<file path="config.mk">
export PLATFORM = sky130hd
export DESIGN_NAME = imem_load_fetch_ctrl
export DESIGN_NICKNAME = d
export VERILOG_FILES = /design/src/rtl/imem_pkg.sv /design/src/rtl/imem_word_assembler.sv /design/src/rtl/imem_load_fetch_ctrl.sv
export SDC_FILE = /design/constraint.sdc
export NUM_CORES = 2
export LEC_CHECK = 0
export BUFFER_PORTS_ARGS = -buffer_cell sky130_fd_sc_hd__buf_2
export CELL_PAD_IN_SITES_DETAIL_PLACEMENT = 1
export CELL_PAD_IN_SITES_GLOBAL_PLACEMENT = 1
export CORE_AREA = 3 3 457 459
export DETAILED_ROUTE_END_ITERATION = 12
export DIE_AREA = 0 0 460 462
export PLACE_DENSITY = 0.66
export SYNTH_ARGS = -nofsm -noshare
export SYNTH_HDL_FRONTEND = slang
export SYNTH_SLANG_ARGS = --single-unit
</file>
<file path="constraint.sdc">
create_clock -name clk -period 4.9 [get_ports clk]
set_input_delay 0.98 -clock clk [delete_from_list [all_inputs] [get_ports clk]]
set_output_delay 0.98 -clock clk [all_outputs]
set_load 0.01 [all_outputs]
</file>
<file path="src/rtl/imem_pkg.sv">
// Shared types and constants for the instruction-store controller:
// FSM states, store geometry and the byte-lane placement within a word.
package imem_pkg;

  localparam int unsigned IMEM_DEPTH     = 64;
  localparam int unsigned BYTES_PER_WORD = 4;

  typedef enum logic [1:0] {
    CLEAR = 2'd0,
    RUN   = 2'd1,
    LOAD  = 2'd2
  } imem_state_e;

  // Lane 0 is the first byte of the instruction and lands in the top byte.
  localparam logic [3:0][4:0] LANE_LSB = {5'd0, 5'd8, 5'd16, 5'd24};

  function automatic logic [31:0] lane_place(input logic [1:0] lane, input logic [7:0] b);
    return {24'd0, b} << LANE_LSB[lane];
  endfunction

endpackage

</file>
<file path="src/rtl/imem_word_assembler.sv">
// Packs the byte-serial load stream into 32-bit words. word_wr_o fires in the
// cycle the final byte of a word is presented; short words come out zero-filled.
module imem_word_assembler
  import imem_pkg::*;
(
  input  logic        clk,
  input  logic        reset,
  input  logic        clr_i,
  input  logic        byte_valid_i,
  input  logic [7:0]  byte_i,
  input  logic        last_i,
  output logic        word_wr_o,
  output logic [31:0] word_o
);

  localparam logic [1:0] LAST_LANE = 2'(BYTES_PER_WORD - 1);

  logic [1:0]  lane_q, lane_d;
  logic [31:0] partial_q, partial_d;

  // Lanes above the current one are still zero in partial_q, which gives zero-fill for free.
  always_comb begin
    word_o    = partial_q | lane_place(lane_q, byte_i);
    word_wr_o = byte_valid_i & (last_i | (lane_q == LAST_LANE));
    lane_d    = lane_q;
    partial_d = partial_q;
    if (clr_i) begin
      lane_d    = 2'd0;
      partial_d = 32'd0;
    end else if (word_wr_o) begin
      lane_d    = 2'd0;
      partial_d = 32'd0;
    end else if (byte_valid_i) begin
      lane_d    = lane_q + 2'd1;
      partial_d = word_o;
    end else begin
      lane_d    = lane_q;
      partial_d = partial_q;
    end
  end

  // Lane counter and partially assembled word.
  always_ff @(posedge clk or posedge reset) begin
    if (reset) begin
      lane_q    <= 2'd0;
      partial_q <= 32'd0;
    end else begin
      lane_q    <= lane_d;
      partial_q <= partial_d;
    end
  end

endmodule

</file>
<file path="src/rtl/imem_load_fetch_ctrl.sv">
// Instruction store owner: clears the array after reset, serves registered fetches,
// and accepts byte-serial program loads. Optional address checking: IMEM_ADDR_CHECK_EN.
module imem_load_fetch_ctrl
  import imem_pkg::*;
#(
  parameter int unsigned DEPTH  = IMEM_DEPTH,
  parameter int unsigned ADDR_W = 32
) (
  input  logic              clk,
  input  logic              reset,
  input  logic              fetch_req,
  input  logic [ADDR_W-1:0] fetch_addr,
  output logic              fetch_ready,
  output logic              fetch_valid,
  output logic [31:0]       fetch_instr,
  output logic              fetch_err,
  input  logic              load_start,
  input  logic              load_valid,
  input  logic [7:0]        load_byte,
  input  logic              load_last,
  output logic              load_ready,
  output logic              load_done,
  output logic              busy
);

  localparam int unsigned      IDX_W    = $clog2(DEPTH);
  localparam logic [IDX_W-1:0] LAST_IDX = IDX_W'(DEPTH - 1);

  imem_state_e      state_q, state_d;
  logic [IDX_W-1:0] clr_ptr_q, clr_ptr_d;
  logic [IDX_W-1:0] word_ptr_q, word_ptr_d;
  logic [31:0]      mem_q [DEPTH];

  logic             fetch_valid_q, fetch_valid_d;
  logic             fetch_err_q, fetch_err_d;
  logic [31:0]      fetch_instr_q, fetch_instr_d;
  logic             load_done_q, load_done_d;

  logic             fetch_acc_s;
  logic             fetch_bad_s;
  logic [IDX_W-1:0] fetch_idx_s;
  logic             asm_clr_s;
  logic             asm_valid_s;
  logic             word_wr_s;
  logic [31:0]      word_s;

  assign fetch_acc_s = (state_q == RUN) && fetch_req;
  assign fetch_idx_s = fetch_addr[IDX_W+1:2];
  assign asm_clr_s   = (state_q == RUN) && load_start;
  assign asm_valid_s = (state_q == LOAD) && load_valid;

`ifdef IMEM_ADDR_CHECK_EN
  // DEPTH is a power of two, so "index >= DEPTH" is any set bit above the index field.
  assign fetch_bad_s = (fetch_addr[1:0] != 2'd0) || (fetch_addr[ADDR_W-1:IDX_W+2] != '0);
`else
  logic unused_addr_s;
  assign unused_addr_s = ^{fetch_addr[ADDR_W-1:IDX_W+2], fetch_addr[1:0]};
  assign fetch_bad_s   = 1'b0;
`endif

  imem_word_assembler u_asm (
    .clk          (clk),
    .reset        (reset),
    .clr_i        (asm_clr_s),
    .byte_valid_i (asm_valid_s),
    .byte_i       (load_byte),
    .last_i       (load_last),
    .word_wr_o    (word_wr_s),
    .word_o       (word_s)
  );

  // FSM state register.
  always_ff @(posedge clk or posedge reset) begin
    if (reset) begin
      state_q <= CLEAR;
    end else begin
      state_q <= state_d;
    end
  end

  // FSM next state: loads end on the last byte or once the final word is written.
  always_comb begin
    state_d = state_q;
    case (state_q)
      CLEAR: begin
        if (clr_ptr_q == LAST_IDX) state_d = RUN;
        else                       state_d = CLEAR;
      end
      RUN: begin
        if (load_start) state_d = LOAD;
        else            state_d = RUN;
      end
      LOAD: begin
        if (word_wr_s && (load_last || (word_ptr_q == LAST_IDX))) state_d = RUN;
        else                                                    state_d = LOAD;
      end
      default: state_d = CLEAR;
    endcase
  end

  // FSM outputs and pointer updates, all registered below.
  always_comb begin
    fetch_valid_d = fetch_acc_s;
    fetch_instr_d = fetch_instr_q;
    fetch_err_d   = fetch_err_q;
    if (fetch_acc_s) begin
      if (fetch_bad_s) begin
        fetch_instr_d = 32'd0;
        fetch_err_d   = 1'b1;
      end else begin
        fetch_instr_d = mem_q[fetch_idx_s];
        fetch_err_d   = 1'b0;
      end
    end else begin
      fetch_instr_d = fetch_instr_q;
      fetch_err_d   = fetch_err_q;
    end

    load_done_d = (state_q == LOAD) && (state_d == RUN);

    if (state_q == CLEAR) clr_ptr_d = clr_ptr_q + IDX_W'(1);
    else                  clr_ptr_d = '0;

    word_ptr_d = word_ptr_q;
    if (asm_clr_s) begin
      word_ptr_d = '0;
    end else if ((state_q == LOAD) && word_wr_s && (word_ptr_q != LAST_IDX)) begin
      word_ptr_d = word_ptr_q + IDX_W'(1);
    end else begin
      word_ptr_d = word_ptr_q;
    end
  end

  // Registered outputs and pointers.
  always_ff @(posedge clk or posedge reset) begin
    if (reset) begin
      fetch_valid_q <= 1'b0;
      fetch_instr_q <= 32'd0;
      fetch_err_q   <= 1'b0;
      load_done_q   <= 1'b0;
      clr_ptr_q     <= '0;
      word_ptr_q    <= '0;
    end else begin
      fetch_valid_q <= fetch_valid_d;
      fetch_instr_q <= fetch_instr_d;
      fetch_err_q   <= fetch_err_d;
      load_done_q   <= load_done_d;
      clr_ptr_q     <= clr_ptr_d;
      word_ptr_q    <= word_ptr_d;
    end
  end

  // Storage array; contents are established by the CLEAR sweep rather than by reset.
  always_ff @(posedge clk) begin
    if (state_q == CLEAR) begin
      mem_q[clr_ptr_q] <= 32'd0;
    end else if ((state_q == LOAD) && word_wr_s) begin
      mem_q[word_ptr_q] <= word_s;
    end
  end

  assign fetch_ready = (state_q == RUN);
  assign load_ready  = (state_q == LOAD);
  assign busy        = (state_q != RUN);
  assign fetch_valid = fetch_valid_q;
  assign fetch_instr = fetch_instr_q;
  assign fetch_err   = fetch_err_q;
  assign load_done   = load_done_q;

endmodule

</file>
### After elaboration in Yosys (flattened, before gate mapping)

Memory sizes are Yosys's and may differ from the RTL's. A register that Yosys moved wholly into a read port is not among the register bits.
Index checks and enable logic that the tools add are counted.

* flip-flop bits (word level): 50
* bits in writable memories: 2048
* input bits: 46
* output and inout port bits: 38
* word-level logic and storage cells: 59
* memories: 1

Memory list
* mem_q: words 64, bits a word 32, rd ports 1, clocked after memory_dff 1, write ports 1, line imem_load_fetch_ctrl.sv:32 `logic [31:0] mem_q [DEPTH];`

* $add $sub $neg: 3
* order comparisons: 1
* eq/ne operators: 8
* shift operators: 1
* muxes and demuxes: 23
* bitwise logic cells: 3
* reduce and logical (&&, ||, !) cells: 12

Operator list (count)
* 32-bit 2-to-1 mux: 4
* 32-bit bitwise OR: 1
* 32-bit OR reduction: 1
* 8-bit by 5-bit left shift with 32-bit output: 1
* 6-bit 2-to-1 mux: 4
* 6-bit by 1-bit adder with 6-bit output, second input constant: 2
* 6-bit == test, second input constant: 2
* 5-bit binary-select mux with 2-bit select: 1
* 2-bit 2-to-1 mux: 5
* 1-bit logical AND: 7
* 1-bit 2-to-1 mux: 7
* 6-bit inequality test, second input constant: 1
* 2-bit case mux with 3 select lines: 1
* 5-bit 2-to-1 mux: 1
* 2-bit by 1-bit == test with 1-bit output, second input constant: 2
* 2-bit == test, second input constant: 2
* 2-bit by 3-bit < comparator with 1-bit output, second input constant: 1
* 3-bit nonzero test: 1
* 2-bit by 1-bit adder with 2-bit output, second input constant: 1
* 2-bit zero test: 1
* 2-bit by 1-bit inequality test with 1-bit output, second input constant: 1
* 2-bit nonzero test: 1
* 1-bit bitwise AND: 1
* 1-bit logical OR: 1
* 1-bit bitwise OR: 1

### Longest topological paths before layout

* depth in word-level cells: 9
* depth in mapped cells: 10
* mapped depth without buffers: 7

### Cells and area by module

From an unflattened synthesis, not the netlist that was laid out.

* cell total of the unflattened synthesis: 4023
* area total of the unflattened synthesis: 81602.0 um^2

Modules (own cells, without submodules)
* imem_load_fetch_ctrl: instances 1, cells each 3888, area each 79989.2 um^2, sequential area each 62700.1 um^2
* imem_word_assembler: instances 1, cells each 135, area each 1612.8 um^2, sequential area each 850.8 um^2

### Worst setup path after synthesis

No wires, ideal clock.

* kind: input port to flip-flop
* start point: in load_valid
* end point: mem mem_q[12][0] (enable)
* library setup time: 421 ps
* arrival time: 3746 ps
* data required time: 4479 ps
* path slack: 733 ps
* cell stages on the path: 9
* path buffers: 3
* cells stage by stage: and3b_1 clkbuf_1 o21ai_0 clkbuf_1 clkbuf_1 nand3b_1 o21ai_0 nand2_1 nor2_1

* longest elaborated chain between the ends: 8
* elaborated cells on any way between the ends: 9
* those cells by class: mux: 5; bitwise: 1; reduce/logical: 3

RTL lines
* from (decl): line imem_load_fetch_ctrl.sv:18 `input logic load_valid,`
* 1-bit logical AND *: line imem_load_fetch_ctrl.sv:50 `assign asm_valid_s = (state_q == LOAD) && load_valid;`
* 1-bit bitwise AND *: line imem_word_assembler.sv:24 `word_wr_o = byte_valid_i & (last_i | (lane_q == LAST_LANE));`
* 1-bit logical AND *: line imem_load_fetch_ctrl.sv:157 `end else if ((state_q == LOAD) && word_wr_s) begin`
* 1-bit 2-to-1 mux *: line imem_load_fetch_ctrl.sv:157
* 1-bit 2-to-1 mux *: line imem_load_fetch_ctrl.sv:155 `if (state_q == CLEAR) begin`
* 1-bit 2-to-1 mux (not written as such) *: line imem_load_fetch_ctrl.sv:158 `mem_q[word_ptr_q] <= word_s;`
* 32-bit OR reduction (no source line)
* 6-bit 2-to-1 mux (no source line) / 1-bit 2-to-1 mux (equally long branches)
* to (decl): line imem_load_fetch_ctrl.sv:32

Mark *: on every way between the ends. The rest lies on a longest branch, timed or not.

### Worst setup path in the final report

* start point: reg state_q[0]
* end point: mem mem_q[49][29] (enable)

* longest elaborated chain between the ends: 9
* elaborated cells on any way between the ends: 13
* those cells by class: eq/ne: 1; mux: 7; bitwise: 1; reduce/logical: 4

RTL lines
* from (decl): line imem_load_fetch_ctrl.sv:29 `imem_state_e state_q, state_d;`
* from (signal assigned): line imem_load_fetch_ctrl.sv:77 `state_q <= state_d;`
* 2-bit == test: line imem_load_fetch_ctrl.sv:50, imem_load_fetch_ctrl.sv:157
* 1-bit logical AND: line imem_load_fetch_ctrl.sv:50
* 1-bit bitwise AND: line imem_word_assembler.sv:24
* 1-bit logical AND: line imem_load_fetch_ctrl.sv:157
* 1-bit 2-to-1 mux: line imem_load_fetch_ctrl.sv:157
* 1-bit 2-to-1 mux: line imem_load_fetch_ctrl.sv:155
* 1-bit 2-to-1 mux (not written as such): line imem_load_fetch_ctrl.sv:158
* 32-bit OR reduction (no source line)
* 6-bit 2-to-1 mux (no source line) / 1-bit 2-to-1 mux (equally long branches)

Parallel ways exist; a longest one is shown, timed or not.

==> run metrics <==
Num Clock Sinks 2130; Layout Nets 4331; Final Hold Fails 0; Post CTS Setup Buffer Count 0; CP Launch Type flip-flop; slack of the critical path 1.19 ns; fin. max-slew vios 0; DRC 0; R2R cell count 7; CTS Buf Count 204; worst reg2reg setup slack 1.19 ns; number of global-route vias before repair 44.1k; Max-cap violations 0; DR iter-0 viols 4548; asr flop ratio synth 3.85%; Post-Route WL 226 mm; Post-synth EDFFs 2048; Layout Utilization 46.0%; reg-to-reg critical path startpoint state_q[0]; DP HPWL 126 mm; WP data required 5.42 ns; top cell type's share of synthesized area 75.0%; Die Ht 462 um; HP Class primary input to asynchronous set/reset pin; post-synth top area cell edfxtp_1; Final setup viols 0; Initial Util 40.0%; CTS resizes 0; die width 460 um; Core Region 205000 sq um; DIE AREA 213000 sq um; syn avg cell area 20.4 sq um; Max rail drop VDD 0.359 mV; vias per std cell 5.88; post-synthesis sequential area ratio 77.5%; fmax 269 MHz; GRT Total Usage 21.3%; clock slew at reported path FFs 0.06 ns; pre-CTS WS 0.764 ns; Post-synth top cells 2048 x edfxtp_1, 417 x mux2i_1, 320 x mux4_2; endpoint kind of the worst setup timing path flip-flop; Yosys reg bits 2130; Rows 166; GRT overflow 0; ranking of synthesized cells by area edfxtp_1 75%, mux4_2 8.8%, mux2i_1 5.1%; I/O Buffers 56; layout cells sized above 1 23.6%; Synth Instances 4014; Vias 42.0k; unique cell type count in the Yosys netlist 45; Final min period 3.71 ns; Relative slew margins 13.0%; top-count cell post-synth edfxtp_1; Critical Path AT 4.24 ns; H-tree depth 4; total I/O pin count 84; Pre-Repair DR Iteration Count 5; worst-path maximum fanout 17; yosys warns 0; Root Driver clkbuf_16; syn nets 4065; Synth Flop Type edfxtp_1; area of the multi-input gates 18100 sq um; initial antenna violation count 10; leak pwr 30.9 nW; synthesized area 82000 sq um; R2R Path End mem_q[49][29]; register area 63600 sq um; pin count of the biggest net entering global routing 93; Wirelength per Cell 31.7 um; final worst path period share 75.8%; Worst-Margin Slew 1.30 ns; antenna-violating nets left 0; Clk Latency, worst-skew pair 0.84 ns; Post-CTS Hold Fix Bufs 0; P&R area growth vs syn 15.0%; Worst Skew 0.0337 ns; final setup TNS 0 ns; Power Dens Cells 432 nW/um^2; status complete, no violations; CTS tree yes; Fill cells 18.8k; Clock Tree Buf Depth 3; GPL Wtd Cong 0.793; first-pass GRT wire length 323 mm; RSZ-0062 raised after global routing false; critical path type flip-flop to flip-flop
-- state kept, by name (all words and copies together), names as in the netlist --
signal           cells
mem_q             2048
fetch_instr         32
u_asm.partial_q     32
clr_ptr_q            6
word_ptr_q           6
state_q              2
u_asm.lane_q         2
fetch_valid          1
load_done            1
-- metrics by stage --
stage / power [W] / hold slack (ns) / area [sq um] / cells
after CTS: 0.0410 / 0.199 / 94300 / 7134
after detailed placement: 0.0257 / 0.487 / 87800 / 6762
after floorplan: 0.0236 / 0.467 / 82000 / 4014
after global routing: 0.0420 / 0.249 / 94300 / 7136
final: 0.0407 / 0.232 / 94300 / 7141
after global placement: 0.0255 / 0.484 / 87800 / 6762
-- cell families after synthesis --
family	after synthesis	share of synthesized area [%]
other	1	0.00457
multiplexers	769	14.3
buffers and inverters	251	1.36
XOR/XNOR	8	0.0855
adder cells (fa/ha/maj)	5	0.0763
AND/OR/NAND/NOR	316	1.85
flip-flops	2130	77.5
AO/OA/AOI/OAI	534	4.80
-- layout by cell type, fill, tap and decap left out, drive strengths merged, types with 4 or more instances in the layout --
cell      instances
a221o            32
a22o             65
a22oi           160
clkbuf          267
nor2b            69
nand2b            7
diode             7
clkinv           78
mux2             32
nor3             37
dfrtp            82
a21oi            35
nand3            38
edfxtp         2048
bufinv           13
mux2i           417
o22ai            33
clkinvlp          6
mux4            320
o211ai           32
xnor2             5
nand3b            4
o21ai            42
ha                5
inv              15
a2111oi          32
a211oi           64
a31oi            33
buf             304
nand2            29
nor2            120
-- worst max-delay path, stage by stage, from the launching register on --
cell	delay, ns
dfrtp_1	0.48
and3b_1	0.47
o21ai_4	0.24
or3_1	0.37
o31ai_1	0.11
nand2_1	0.58
nor2_4	0.84
buf_12	0.26
-- cell type report --
class | instances | area share (%)
clock buffer | 267 | 5.86
clock inverter | 105 | 0.986
antenna | 7 | 0.0186
timing repair buffer | 304 | 2.94
multi-input combinational | 1633 | 19.2
inverter | 7 | 0.0305
sequential | 2130 | 67.4
tap | 2688 | 3.57
-- power by group --
part	switching (W)	leakage, nW	internal, W
Sequential	0.000444	19.9	0.0209
Clock	0.00681	3.16	0.00862
Combinational	0.00265	7.77	0.00126
Total	0.00990	30.9	0.0308
-- how the worst max path moves through the flow --
stage / startpoint / end / slack (ns)
after floorplan: load_valid / mem_q[12][0] / 0.73
after global placement: fetch_addr[2] / fetch_instr[28] / 0.76
after detailed placement: fetch_addr[2] / fetch_instr[28] / 0.76
after CTS: state_q[0] / mem_q[49][29] / 1.24
after global routing: state_q[0] / mem_q[49][29] / 1.03
final: state_q[0] / mem_q[49][29] / 1.19
-- metal layers --
| layer | wire, um | share of wire (%) | track usage (%) |
|---|---|---|---|
| met2 | 113000 | 50 | 36.0 |
| met3 | 13600 | 6.0 | 3.07 |
| met5 | 0 | 0 | 0 |
| met4 | 7480 | 3.3 | 6.90 |
| met1 | 92300 | 41 | 28.4 |
(Power assumes the default switching activity.)
